**config.mk**
```make
export PLATFORM = sky130hd
export DESIGN_NAME = fetch_queue_icache_flat
export DESIGN_NICKNAME = d
export VERILOG_FILES = /design/src/rtl/fetch_queue_icache_if.sv /design/src/rtl/fetch_queue_icache.sv /design/src/flat_wrapper.sv
export SDC_FILE = /design/constraint.sdc
export NUM_CORES = 1
export LEC_CHECK = 0
export CAP_MARGIN = 20
export CORE_ASPECT_RATIO = 1.2
export CORE_MARGIN = 2
export CORE_UTILIZATION = 40
export CTS_CLUSTER_DIAMETER = 80
export DETAILED_ROUTE_END_ITERATION = 6
export DONT_BUFFER_PORTS = 1
export GPL_ROUTABILITY_DRIVEN = 1
export SYNTH_ARGS = -nofsm -noshare
export SYNTH_HDL_FRONTEND = slang
export SYNTH_SLANG_ARGS = --single-unit
```
**constraint.sdc**
```tcl
create_clock -name in_clk -period 40.8 [get_ports in_clk]
set_clock_uncertainty 0.05 [all_clocks]
set_input_delay 6.12 -clock in_clk [delete_from_list [all_inputs] [get_ports in_clk]]
set_output_delay 6.12 -clock in_clk [all_outputs]
set_load 0.02 [all_outputs]
```
**src/rtl/fetch_queue_icache_if.sv**
```systemverilog
// fetch_queue_icache_if: PC-controller, decoder and dispatcher signals of the fetch queue
interface fetch_queue_icache_if #(
    parameter int ADDR_W    = 32,
    parameter int INST_W    = 32,
    parameter int DEPTH_LOG = 3
);
    logic                 in_rdy;
    logic                 in_stall;
    logic                 in_flush_enable;
    logic                 in_fetcher_enable;
    logic [ADDR_W-1:0]    in_pc;
    logic                 in_predict;
    logic                 out_pc_fetch_full;
    logic [DEPTH_LOG:0]   out_free_slots;
    logic                 out_pc_last_enable;
    logic [INST_W-1:0]    out_pc_last_inst;
    logic                 out_decoder_decode_enable;
    logic [INST_W-1:0]    out_decoder_pc_inst;
    logic [ADDR_W-1:0]    out_decoder_pc_addr;
    logic                 out_decoder_pc_pre;
    logic                 out_dispatch_pc_requesting;
    logic [ADDR_W-1:0]    out_dispatch_pc_addr;
    logic [INST_W-1:0]    in_dispatch_pc_inst;
    logic                 in_pc_req_enable;
    logic                 in_pc_data_enable;

    modport slave (
        input  in_rdy, in_stall, in_flush_enable, in_fetcher_enable, in_pc, in_predict,
               in_dispatch_pc_inst, in_pc_req_enable, in_pc_data_enable,
        output out_pc_fetch_full, out_free_slots, out_pc_last_enable, out_pc_last_inst,
               out_decoder_decode_enable, out_decoder_pc_inst, out_decoder_pc_addr,
               out_decoder_pc_pre, out_dispatch_pc_requesting, out_dispatch_pc_addr
    );

    modport master (
        output in_rdy, in_stall, in_flush_enable, in_fetcher_enable, in_pc, in_predict,
               in_dispatch_pc_inst, in_pc_req_enable, in_pc_data_enable,
        input  out_pc_fetch_full, out_free_slots, out_pc_last_enable, out_pc_last_inst,
               out_decoder_decode_enable, out_decoder_pc_inst, out_decoder_pc_addr,
               out_decoder_pc_pre, out_dispatch_pc_requesting, out_dispatch_pc_addr
    );
endinterface

```
**src/rtl/fetch_queue_icache.sv**
```systemverilog
// fetch_queue_icache: in-order PC queue resolving instructions via direct-mapped icache or memory.
// Cache storage present only when FETCH_QUEUE_ICACHE_EN is defined; otherwise every fill misses.
module fetch_queue_icache #(
    parameter int ADDR_W    = 32,
    parameter int INST_W    = 32,
    parameter int DEPTH_LOG = 3,
    parameter int IDX_BITS  = 8
) (
    input logic in_clk,
    input logic in_rst,
    fetch_queue_icache_if.slave bus
);
    localparam int DEPTH = 1 << DEPTH_LOG;
    localparam logic [1:0] EMPTY = 2'd0, PEND = 2'd1, WAIT = 2'd2, READY = 2'd3;

    logic [ADDR_W-1:0]    e_pc   [DEPTH];
    logic                 e_pre  [DEPTH];
    logic [INST_W-1:0]    e_inst [DEPTH];
    logic [1:0]           e_st   [DEPTH];
    logic [DEPTH_LOG-1:0] head, tail, fill;
    logic [DEPTH_LOG:0]   count;
    logic                 outstanding, drop;
    logic                 hit, push, issue, resp, fill_ok;
    logic [INST_W-1:0]    hit_inst;

    assign bus.out_pc_fetch_full = count == (DEPTH_LOG+1)'(DEPTH);
    assign bus.out_free_slots    = (DEPTH_LOG+1)'(DEPTH) - count;
    assign push    = bus.in_fetcher_enable && !bus.out_pc_fetch_full;
    assign issue   = !bus.in_stall && e_st[head] == READY;
    // a response with nothing outstanding (e.g. after reset) is stale and ignored entirely
    assign resp    = bus.in_rdy && bus.in_pc_data_enable && outstanding;
    assign fill_ok = !(resp && !drop);

`ifdef FETCH_QUEUE_ICACHE_EN
    localparam int LINES = 1 << IDX_BITS;
    logic [LINES-1:0]             c_valid;
    logic [ADDR_W-IDX_BITS-3:0]   c_tag  [LINES];
    logic [INST_W-1:0]            c_data [LINES];
    logic [IDX_BITS-1:0]          f_idx, r_idx;
    assign f_idx    = e_pc[fill][IDX_BITS+1:2];
    assign r_idx    = bus.out_dispatch_pc_addr[IDX_BITS+1:2];
    assign hit      = c_valid[f_idx] && c_tag[f_idx] == e_pc[fill][ADDR_W-1:IDX_BITS+2];
    assign hit_inst = c_data[f_idx];
    always_ff @(posedge in_clk or posedge in_rst)
        if (in_rst) c_valid <= '0;
        else if (resp) c_valid[r_idx] <= 1'b1;
    always_ff @(posedge in_clk)
        if (resp) begin
            c_tag[r_idx]  <= bus.out_dispatch_pc_addr[ADDR_W-1:IDX_BITS+2];
            c_data[r_idx] <= bus.in_dispatch_pc_inst;
        end
`else
    assign hit      = 1'b0;
    assign hit_inst = '0;
`endif

    always_ff @(posedge in_clk or posedge in_rst) begin
        if (in_rst) begin
            for (int i = 0; i < DEPTH; i++) begin
                e_pc[i]   <= '0;
                e_pre[i]  <= 1'b0;
                e_inst[i] <= '0;
                e_st[i]   <= EMPTY;
            end
            head <= '0;
            tail <= '0;
            fill <= '0;
            count <= '0;
            outstanding <= 1'b0;
            drop <= 1'b0;
            bus.out_pc_last_enable <= 1'b0;
            bus.out_pc_last_inst <= '0;
            bus.out_decoder_decode_enable <= 1'b0;
            bus.out_decoder_pc_inst <= '0;
            bus.out_decoder_pc_addr <= '0;
            bus.out_decoder_pc_pre <= 1'b0;
            bus.out_dispatch_pc_requesting <= 1'b0;
            bus.out_dispatch_pc_addr <= '0;
        end else if (bus.in_rdy) begin
            bus.out_pc_last_enable <= 1'b0;
            bus.out_decoder_decode_enable <= 1'b0;
            bus.out_dispatch_pc_requesting <= 1'b0;
            if (bus.in_flush_enable) begin
                for (int i = 0; i < DEPTH; i++) e_st[i] <= EMPTY;
                head <= '0;
                tail <= '0;
                fill <= '0;
                count <= '0;
                // a request still in flight must be discarded when it returns
                outstanding <= outstanding && !resp;
                drop <= outstanding && !resp;
            end else begin
                if (push) begin
                    e_pc[tail]  <= bus.in_pc;
                    e_pre[tail] <= bus.in_predict;
                    e_st[tail]  <= PEND;
                    tail <= tail + 1'b1;
                end
                if (issue) begin
                    bus.out_decoder_decode_enable <= 1'b1;
                    bus.out_decoder_pc_inst <= e_inst[head];
                    bus.out_decoder_pc_addr <= e_pc[head];
                    bus.out_decoder_pc_pre <= e_pre[head];
                    e_st[head] <= EMPTY;
                    head <= head + 1'b1;
                end
                count <= count + (DEPTH_LOG+1)'(push) - (DEPTH_LOG+1)'(issue);
                if (resp) begin
                    outstanding <= 1'b0;
                    drop <= 1'b0;
                    if (!drop) begin
                        e_inst[fill] <= bus.in_dispatch_pc_inst;
                        e_st[fill] <= READY;
                        fill <= fill + 1'b1;
                        bus.out_pc_last_enable <= 1'b1;
                        bus.out_pc_last_inst <= bus.in_dispatch_pc_inst;
                    end
                end
                if (fill_ok && e_st[fill] == PEND) begin
                    if (hit) begin
                        e_inst[fill] <= hit_inst;
                        e_st[fill] <= READY;
                        fill <= fill + 1'b1;
                        bus.out_pc_last_enable <= 1'b1;
                        bus.out_pc_last_inst <= hit_inst;
                    end else if (bus.in_pc_req_enable && !outstanding) begin
                        bus.out_dispatch_pc_requesting <= 1'b1;
                        bus.out_dispatch_pc_addr <= e_pc[fill];
                        e_st[fill] <= WAIT;
                        outstanding <= 1'b1;
                    end
                end
            end
        end
    end
endmodule

```
**src/flat_wrapper.sv**
```systemverilog
// flat-port wrapper written by rule: the top's interface ports become plain ports
module fetch_queue_icache_flat 
#(
    parameter int ADDR_W    = 32,
    parameter int INST_W    = 32,
    parameter int DEPTH_LOG = 3,
    parameter int IDX_BITS  = 8
)
  (in_clk, in_rst, bus_in_rdy, bus_in_stall, bus_in_flush_enable, bus_in_fetcher_enable, bus_in_pc, bus_in_predict, bus_in_dispatch_pc_inst, bus_in_pc_req_enable, bus_in_pc_data_enable, bus_out_pc_fetch_full, bus_out_free_slots, bus_out_pc_last_enable, bus_out_pc_last_inst, bus_out_decoder_decode_enable, bus_out_decoder_pc_inst, bus_out_decoder_pc_addr, bus_out_decoder_pc_pre, bus_out_dispatch_pc_requesting, bus_out_dispatch_pc_addr);
  fetch_queue_icache_if #(.ADDR_W(ADDR_W), .INST_W(INST_W), .DEPTH_LOG(DEPTH_LOG)) bus_i ();
  input logic in_clk;
  input logic in_rst;
  input wire logic [$bits(bus_i.in_rdy)-1:0] bus_in_rdy;
  input wire logic [$bits(bus_i.in_stall)-1:0] bus_in_stall;
  input wire logic [$bits(bus_i.in_flush_enable)-1:0] bus_in_flush_enable;
  input wire logic [$bits(bus_i.in_fetcher_enable)-1:0] bus_in_fetcher_enable;
  input wire logic [$bits(bus_i.in_pc)-1:0] bus_in_pc;
  input wire logic [$bits(bus_i.in_predict)-1:0] bus_in_predict;
  input wire logic [$bits(bus_i.in_dispatch_pc_inst)-1:0] bus_in_dispatch_pc_inst;
  input wire logic [$bits(bus_i.in_pc_req_enable)-1:0] bus_in_pc_req_enable;
  input wire logic [$bits(bus_i.in_pc_data_enable)-1:0] bus_in_pc_data_enable;
  output wire logic [$bits(bus_i.out_pc_fetch_full)-1:0] bus_out_pc_fetch_full;
  output wire logic [$bits(bus_i.out_free_slots)-1:0] bus_out_free_slots;
  output wire logic [$bits(bus_i.out_pc_last_enable)-1:0] bus_out_pc_last_enable;
  output wire logic [$bits(bus_i.out_pc_last_inst)-1:0] bus_out_pc_last_inst;
  output wire logic [$bits(bus_i.out_decoder_decode_enable)-1:0] bus_out_decoder_decode_enable;
  output wire logic [$bits(bus_i.out_decoder_pc_inst)-1:0] bus_out_decoder_pc_inst;
  output wire logic [$bits(bus_i.out_decoder_pc_addr)-1:0] bus_out_decoder_pc_addr;
  output wire logic [$bits(bus_i.out_decoder_pc_pre)-1:0] bus_out_decoder_pc_pre;
  output wire logic [$bits(bus_i.out_dispatch_pc_requesting)-1:0] bus_out_dispatch_pc_requesting;
  output wire logic [$bits(bus_i.out_dispatch_pc_addr)-1:0] bus_out_dispatch_pc_addr;
  assign bus_i.in_rdy = bus_in_rdy;
  assign bus_i.in_stall = bus_in_stall;
  assign bus_i.in_flush_enable = bus_in_flush_enable;
  assign bus_i.in_fetcher_enable = bus_in_fetcher_enable;
  assign bus_i.in_pc = bus_in_pc;
  assign bus_i.in_predict = bus_in_predict;
  assign bus_i.in_dispatch_pc_inst = bus_in_dispatch_pc_inst;
  assign bus_i.in_pc_req_enable = bus_in_pc_req_enable;
  assign bus_i.in_pc_data_enable = bus_in_pc_data_enable;
  assign bus_out_pc_fetch_full = bus_i.out_pc_fetch_full;
  assign bus_out_free_slots = bus_i.out_free_slots;
  assign bus_out_pc_last_enable = bus_i.out_pc_last_enable;
  assign bus_out_pc_last_inst = bus_i.out_pc_last_inst;
  assign bus_out_decoder_decode_enable = bus_i.out_decoder_decode_enable;
  assign bus_out_decoder_pc_inst = bus_i.out_decoder_pc_inst;
  assign bus_out_decoder_pc_addr = bus_i.out_decoder_pc_addr;
  assign bus_out_decoder_pc_pre = bus_i.out_decoder_pc_pre;
  assign bus_out_dispatch_pc_requesting = bus_i.out_dispatch_pc_requesting;
  assign bus_out_dispatch_pc_addr = bus_i.out_dispatch_pc_addr;
  fetch_queue_icache #(.ADDR_W(ADDR_W), .INST_W(INST_W), .DEPTH_LOG(DEPTH_LOG), .IDX_BITS(IDX_BITS)) u_core (.in_clk(in_clk), .in_rst(in_rst), .bus(bus_i));
endmodule
```
After elaboration in Yosys (flattened, before gate mapping) --
Cells that the tools add are included.
Operators by class: $add $sub $neg 6, $lt $le $gt $ge 6, equal/unequal tests 4, mux-type cells 68, bitwise gates (word level) 14, reduce and logical (&&, ||, !) cells 28
Operators with widths (count):
- $bwmux 256 | 2
- $bmux 32 s3 | 3
- $mux 32 | 8
- $mux 16 | 13
- $demux 32 s3 | 2
- $mux 3 | 7
- $demux 2 s3 | 3
- $mux 1 | 17
- $and 16x16->16 | 1
- $and 8x8->8 | 2
- $not 16->16 | 1
- $not 8->8 | 2
- $or 16x16->16 | 1
- $or 8x8->8 | 2
- $mux 2 | 7
- $bmux 2 s3 | 2
- $ge 4x4->1 const B | 3
- $lt 4x1->1 const B | 3
- $not 3->4 | 3
- $logic_and 1x1->1 | 11
- $add 3x1->3 const B | 3
- $reduce_and 3->1 | 3
- $bwmux 8 | 1
- $reduce_and 4->1 | 2
- other kinds (14) | 24
Storage, ports and cells: flip-flop bits (word level) 683, bits of input ports 73, output and inout bits 137, word-level logic and storage cells 172

Longest topological paths before layout --
Gate-level depths: netlist (run 1).
depth in word-level cells 23, mapped depth 12, gate-level depth less buffers 11

Worst setup path before layout (run 1) --
Ideal clock, no wire load.
path kind in2reg, start in bus_in_rdy, end reg u_core.bus.out_dispatch_pc_addr[0] (netlist name), setup time 125 ps, arrival time 7968 ps, setup slack 32657 ps, stages 7, path buffers 2, cells stage by stage clkbuf_1 > nand4b_1 > nand4_1 > a2111o_1 > nor2_2 > buf_2 > mux2_2
Between the ends: cells in the longest elaborated chain, start to end 6
RTL lines:
- start, declared | RTL line flat_wrapper.sv:13 | input wire logic [$bits(bus_i.in_rdy)-1:0] bus_in_rdy;
- $logic_and 1x1->1 (2 in a row) | RTL line fetch_queue_icache.sv:31 | assign resp = bus.in_rdy && bus.in_pc_data_enable && outstanding;
- $logic_and 1x1->1 | RTL line fetch_queue_icache.sv:32 | assign fill_ok = !(resp && !drop);
- $logic_not 1->1 | RTL line fetch_queue_icache.sv:32
- $logic_and 1x1->1 | RTL line fetch_queue_icache.sv:119 | if (fill_ok && e_st[fill] == PEND) begin
- $reduce_and 4->1 (no line) *
- end signal, assigned | RTL line fetch_queue_icache.sv:128 | bus.out_dispatch_pc_addr <= e_pc[fill];
- end, declared | RTL line fetch_queue_icache_if.sv:32 | out_decoder_pc_pre, out_dispatch_pc_requesting, out_dispatch_pc_addr
Every way passes the cells marked *; elsewhere a longest branch is shown, timed or not. A chain may end at the register's enable or synchronous reset.

Final worst setup path (run 1) --
start in bus_in_flush_enable, end reg u_core.e_inst[93] (netlist name)
Between the ends: cells in the longest elaborated chain, start to end 2
RTL lines:
- start, declared | RTL line flat_wrapper.sv:15 | input wire logic [$bits(bus_i.in_flush_enable)-1:0] bus_in_flush_enable;
- $not 1->1 (no line)
- $reduce_and 4->1 (no line)
- end signal, assigned by index | RTL line fetch_queue_icache.sv:112 | e_inst[fill] <= bus.in_dispatch_pc_inst;
- end signal, assigned by index | RTL line fetch_queue_icache.sv:121 | e_inst[fill] <= hit_inst;
- end, declared | RTL line fetch_queue_icache.sv:18 | logic [INST_W-1:0] e_inst [DEPTH];
No other way between the ends.

==> impl_metrics.env, run 1 <==
export IMPL_nets=2340
export IMPL_synth_area_per_cell_sq_um=13.1
export IMPL_cts_root_buffer="clkbuf_16"
export IMPL_hold_viol_final=0
export IMPL_r2r_setup_slack_ns=37.11
export IMPL_ff2ff_path_depth=9
export IMPL_yosysSeqAreaShare_pct=56.3
export IMPL_drt_iter0_drc=1563
export IMPL_area_delta_synth_final_pct=11.5
export IMPL_cts_sinks=683
export IMPL_wl_per_cell_um=27.4
export IMPL_final_common_cell="dfrtp_1"
export IMPL_post_dp_cell_area_sq_um=31400
export IMPL_cts_resized=0
export IMPL_netlist_instances=2315
export IMPL_period_share_pct=20.2
export IMPL_worstSetupPathType="primary input to register"
export IMPL_postRouteAntennaNets=0
export IMPL_fin_ws_ns=32.54
export IMPL_design_die_area_sq_um=78200
export IMPL_holdPathEnd="u_core.e_inst[155]"
export IMPL_die_height_um=306
export IMPL_n_antenna_cell=0
export IMPL_nFillCells=6814
export IMPL_yosys_warnings=0
export IMPL_cp_start_kind="primary input"
export IMPL_fin_crit_ns=8.26
export IMPL_hold_path_class="register to register"
export IMPL_finalSetupTns_ns=0
export IMPL_ys_seq_elements=683
export IMPL_cts_hold_buf=0
export IMPL_drv_slew=0
export IMPL_layoutNonFillerInstCount=3317
export IMPL_totalPowerFinal_uw=2010
export IMPL_leakagePower_uw=0.0155
export IMPL_cts_tree="done"
export IMPL_cp_end_kind="register"
export IMPL_core_area_sq_um=75100
export IMPL_dr_pass1_iters=6
export IMPL_ir_drop_mv=0.0398
export IMPL_initial_core_util_pct=40.4
export IMPL_synth_cell_types=64
export IMPL_viasPerCell=6.23
export IMPL_rsz0062_at_grt="false"
export IMPL_dp_cells=3187
export IMPL_grt_pass1_vias=21699
export IMPL_antenna_found_initial=1
export IMPL_fin_area_sq_um=33900
export IMPL_drt_wl_total_um=90800
export IMPL_cts_made_buffers=73
export IMPL_r2r_end="u_core.count[2]"
export IMPL_final_cell_mix="dfrtp_1, mux2_2, a22oi_1"
export IMPL_clk_path_buf_depth=3
export IMPL_synth_nets=2399
export IMPL_maxSlewHeadroom_pct=22.3
export IMPL_drc=0
export IMPL_fp_dieW_um=256
export IMPL_grt_usage_pct=22.9
export IMPL_drv_cap=0
export IMPL_final_layout_size_suffix_gt1_share_pct=32.3
export IMPL_cts_htree_levels=3
export IMPL_arrival_ns=8.68
export IMPL_synth_top_cell_area_share_pct=56.3
export IMPL_synth_area_leaders="dfrtp_1, mux2_2, a22oi_1, a22o_1, a221oi_1"
export IMPL_r2r_start="u_core.head[2]"
export IMPL_required_ns=41.23
export IMPL_hpwl_um=50100
export IMPL_max_freq_mhz=121
export IMPL_clock_latency_ns=0.62
export IMPL_min_from="u_core.e_inst[155]"
export IMPL_syn_cell_area_sq_um=30400
export IMPL_num_vias=20678
export IMPL_yosysTopAreaCell="dfrtp_1"
export IMPL_async_flop_share_pct=100
export IMPL_rows=110
export IMPL_worst_slew_pin_slew_ns=1.17
export IMPL_powerDensity_nw_per_um2=59.4
export IMPL_io_buffers=0
export IMPL_synth_edff_count=0
export IMPL_grt_pass1_wl_um=138000
export IMPL_synthFlopType="dfrtp_1"
export IMPL_place_ws_ns=31.94
export IMPL_grt_overflow=0
export IMPL_cts_clk_slew_worst_paths_ns=0.06
export IMPL_post_cts_buffers=0
export IMPL_finalWeightedCongestion=0.853
export IMPL_holdPathStages=1
export IMPL_final_setup_viol_count=0
export IMPL_status="complete, no violations"
export IMPL_crit_fanout=38
export IMPL_grt_max_degree=196
export IMPL_ios=210
==> critical path, cell delays in order <==
cell and delay [ns]:
inv_2 0.08, nand2_1 0.27, or3_2 0.99, nor2_4 0.23, buf_4 0.52, mux2_2 0.41
==> cell type report <==
| type | instances | area [sq um] | share of cell area [%] |
|---|---|---|---|
| Timing Repair Buffer | 50 | 428 | 1.26 |
| Sequential cell | 683 | 17100 | 50.5 |
| Clock buffer | 99 | 2070 | 6.10 |
| Multi-Input combinational cell | 1435 | 12600 | 37.1 |
| Tap cell | 1008 | 1260 | 3.72 |
| Clock inverter | 29 | 389 | 1.15 |
| Inverter | 13 | 56.3 | 0.166 |
==> kinds of logic (layout without fill, tap and decap cells) <==
group,count (synthesis),after routing,synth area share [%]
multiplexers,569,569,21.1
flip-flops,683,683,56.3
AND/OR/NAND/NOR,323,323,5.55
buffers and inverters,197,191,2.71
adder cells (fa/ha/maj),11,11,0.478
XOR/XNOR,6,6,0.173
AO/OA/AOI/OAI,526,526,13.7
==> synth_stat cells (all sizes together) (5+ instances only) <==
cell and n:
nand2 127, o21ai 12, nand4 81, o2bb2ai 9
o21a 65, mux2 553, buf 83, a21oi 5
a221oi 83, nor2 18, nor2b 11, and2 5
xnor2 5, mux2i 14, nor3 12, and3b 5
inv 13, a21o 5, o31ai 5, a22oi 225
clkbuf 101, or3 6, nor3b 10, a22o 92
nand3 25, dfrtp 683, ha 10
==> how the worst max path moves through the flow <==
stage                                                end           startpoint  slack (ns)  cells past startpoint
floorplan           u_core.bus.out_decoder_decode_enable               in_rst       15.48                      1
global placement                       u_core.e_inst[78]  bus_in_flush_enable       31.98                      6
detailed placement                     u_core.e_inst[74]  bus_in_flush_enable       31.94                      6
CTS                                    u_core.e_inst[93]  bus_in_flush_enable       32.59                      6
global route                           u_core.e_inst[87]  bus_in_flush_enable       32.50                      6
finish                                 u_core.e_inst[93]  bus_in_flush_enable       32.54                      6
==> flip-flops by register name, indices dropped and copies added, names as in the netlist <==
name and flops:
u_core.bus.out_decoder_pc_pre 1, u_core.e_pc 256, u_core.bus.out_dispatch_pc_requesting 1, u_core.bus.out_decoder_pc_inst 32
u_core.bus.out_dispatch_pc_addr 32, u_core.e_st 16, u_core.bus.out_pc_last_inst 32, u_core.fill 3
u_core.tail 3, u_core.count 4, u_core.outstanding 1, u_core.e_pre 8
u_core.bus.out_pc_last_enable 1, u_core.head 3, u_core.drop 1, u_core.bus.out_decoder_pc_addr 32
u_core.bus.out_decoder_decode_enable 1, u_core.e_inst 256
==> through the flow <==
| step | hold slack, ns | util (%) |
|---|---|---|
| after detailed placement | 0.426 | 41.7 |
| final | 0.438 | 45.1 |
| after global routing | 0.464 | 45.1 |
| after CTS | 0.439 | 45.0 |
| after global placement | 0.418 | 41.7 |
| after floorplan | 0.409 | - |
==> report_power, final <==
part           leakage, uW  internal, uW  switching (uW)  total (uW)
sequential         0.00923           825             177        1000
clock              0.00121           402             279         681
combinational      0.00501           171             158         329
total               0.0155          1400             614        2010
==> per-layer routing <==
| layer | GRT usage, % | up-vias | wire [um] |
|---|---|---|---|
| met4 | 9.37 | 0 | 3130 |
| met1 | 29.0 | 10842 | 37100 |
| met2 | 39.0 | 879 | 44900 |
| met3 | 3.82 | 227 | 5650 |
| li1 | - | 8730 | - |
| met5 | 0 | - | 0 |
(Power assumes the default switching activity.)
==> run 2: changes to the inputs <==
- clock period: 40.8 -> 8.3 ns (I/O delays scaled with it)
==> run 2 against run 1 <==
Net effect: non-clock buffer count increased by 2; sequential share of layout area about the same; flip-flop and latch count stayed put; combinational power rose to 4.9 times the previous value; critical path depth grew 1; clock-buffer cell count is 9 higher; wire length fell by 0.24%; register-to-register slack worse by 33 ns; sequential power rose to 4.9 times the previous value; first-iteration DRC count is 0.26% lower; highest routed layer unchanged.
==> impl_metrics.env, run 2 (synthesis gave the netlist of run 1 again) <==
export IMPL_ff2ff_path_depth=7
export IMPL_fin_crit_ns=3.91
export IMPL_wl_per_cell_um=27.3
export IMPL_fin_ws_ns=4.39
export IMPL_status="complete, no violations"
export IMPL_rows=110
export IMPL_period_share_pct=47.1
export IMPL_crit_path_max_incr_delay_ns=0.83
export IMPL_crit_fanout=52
export IMPL_layoutNonFillerInstCount=3323
export IMPL_grt_overflow=0
export IMPL_dp_cells=3189
export IMPL_finalSetupTns_ns=0
export IMPL_crit_chain="mux2i_1, mux4_2, nor4_4, buf_4, buf_4, nand4_1, o21a_1"
export IMPL_die_height_um=306
export IMPL_drc=0
export IMPL_powerDensity_nw_per_um2=290
export IMPL_rsz0062_at_grt="false"
export IMPL_cp_start_kind="register"
export IMPL_drv_slew=0
export IMPL_utilization_pct=45.0
export IMPL_ir_drop_mv=0.186
export IMPL_final_cell_mix="dfrtp_1, mux2_2, a22oi_1"
export IMPL_startpoint="u_core.head[2]"
export IMPL_clk_path_buf_depth=3
export IMPL_dr_pass1_iters=5
export IMPL_r2r_start="u_core.head[2]"
export IMPL_hold_path_class="primary input to async pin"
export IMPL_initial_core_util_pct=40.4
export IMPL_arrival_ns=4.36
export IMPL_grt_pass1_vias=21981
export IMPL_cts_made_buffers=74
export IMPL_antenna_found_initial=0
export IMPL_hpwl_um=50800
export IMPL_worst_slew_pin_slew_ns=1.11
export IMPL_r2r_end="u_core.bus.out_decoder_pc_addr[7]"
export IMPL_clock_latency_ns=0.62
export IMPL_maxSlewHeadroom_pct=26.1
export IMPL_hold_viol_final=0
export IMPL_path_depth=7
export IMPL_grt_usage_pct=23.0
export IMPL_worstSetupPathType="register to register"
export IMPL_post_cts_buffers=0
export IMPL_cts_clk_slew_worst_paths_ns=0.07
export IMPL_max_freq_mhz=256
export IMPL_grt_pass1_wl_um=138000
export IMPL_io_buffers=0
export IMPL_cp_end_kind="register"
export IMPL_final_layout_size_suffix_gt1_share_pct=32.4
export IMPL_cp_slowest_cell="dfrtp_1"
export IMPL_critPathCapture="u_core.bus.out_decoder_pc_addr[7]"
export IMPL_totalPowerFinal_uw=9800
export IMPL_final_setup_viol_count=0
export IMPL_drt_wl_total_um=90600
export IMPL_n_antenna_cell=0
export IMPL_cts_tree="done"
export IMPL_area_delta_synth_final_pct=11.4
export IMPL_crit_path_frequent_cell="buf_4"
export IMPL_r2r_setup_slack_ns=4.39
export IMPL_fp_dieW_um=256
export IMPL_cts_htree_levels=3
export IMPL_grt_max_degree=186
export IMPL_drv_cap=0
export IMPL_critical_path_top_delay_family="buffers and inverters"
export IMPL_num_vias=20654
export IMPL_viasPerCell=6.22
export IMPL_ios=210
export IMPL_cts_sinks=683
export IMPL_drt_iter0_drc=1559
export IMPL_cts_resized=0
export IMPL_reg_largest_list="u_core.e_inst: 256 flops, u_core.e_pc: 256 flops"
export IMPL_core_area_sq_um=75100
export IMPL_finalWeightedCongestion=0.865
export IMPL_cts_root_buffer="clkbuf_16"
export IMPL_nets=2343
export IMPL_cts_hold_buf=0
export IMPL_design_die_area_sq_um=78200
export IMPL_required_ns=8.75
export IMPL_worst_path_buf_inv=2
export IMPL_place_ws_ns=4.21
export IMPL_final_common_cell="dfrtp_1"
export IMPL_leakagePower_uw=0.0154
export IMPL_postRouteAntennaNets=0
==> run 2: cell count changes in the layout (fill, tap and decap cells not counted), sizes merged <==
cell	change
clkinvlp	+1
clkbuf	+9
bufinv	-4
inv	-1
clkinv	-1
buf	+2
==> run 2: worst min-delay path by stage <==
stage / start / to / slack [ns] / cells after the start
5_1_grt: in_rst / u_core.bus.out_dispatch_pc_addr[29] / 0.41 / 1
3_3_place_gp: u_core.e_inst[156] / u_core.e_inst[156] / 0.42 / 1
3_5_place_dp: u_core.e_inst[187] / u_core.e_inst[187] / 0.43 / 1
4_1_cts: in_rst / u_core.bus.out_dispatch_pc_addr[29] / 0.39 / 1
6_report: in_rst / u_core.bus.out_dispatch_pc_addr[29] / 0.41 / 1
2_1_floorplan: u_core.e_inst[187] / u_core.e_inst[187] / 0.41 / 1
==> run 2: final cells by class <==
type	instances	area [sq um]
tap	1008	1260
clock inverter	24	219
inverter	13	52.6
multi-input combinational	1435	12600
clock buffer	108	2180
timing repair buffer	52	460
sequential	683	17100
fill	6809	41300
==> run 2: per-layer routing <==
metal / GRT usage, % / part of all wire, % / up-vias
met3: 4.32 / 6.7 / 221
li1: - / - / 8719
met4: 10.2 / 3.9 / 0
met1: 28.3 / 40 / 10875
met5: 0 / 0 / -
met2: 39.3 / 49 / 839
==> run 2: power breakdown <==
part	internal [uW]	switching (uW)	leakage (uW)
clock network	1920	1350	0.00119
registers	4060	866	0.00923
logic	842	774	0.00502
total	6820	2990	0.0154
==> run 2: stage by stage <==
step / hold WS, ns / instance area, sq um
after floorplan: 0.409 / 30400
after global placement: 0.418 / 31400
after detailed placement: 0.430 / 31400
after CTS: 0.388 / 33800
after global routing: 0.415 / 33800
final: 0.412 / 33800
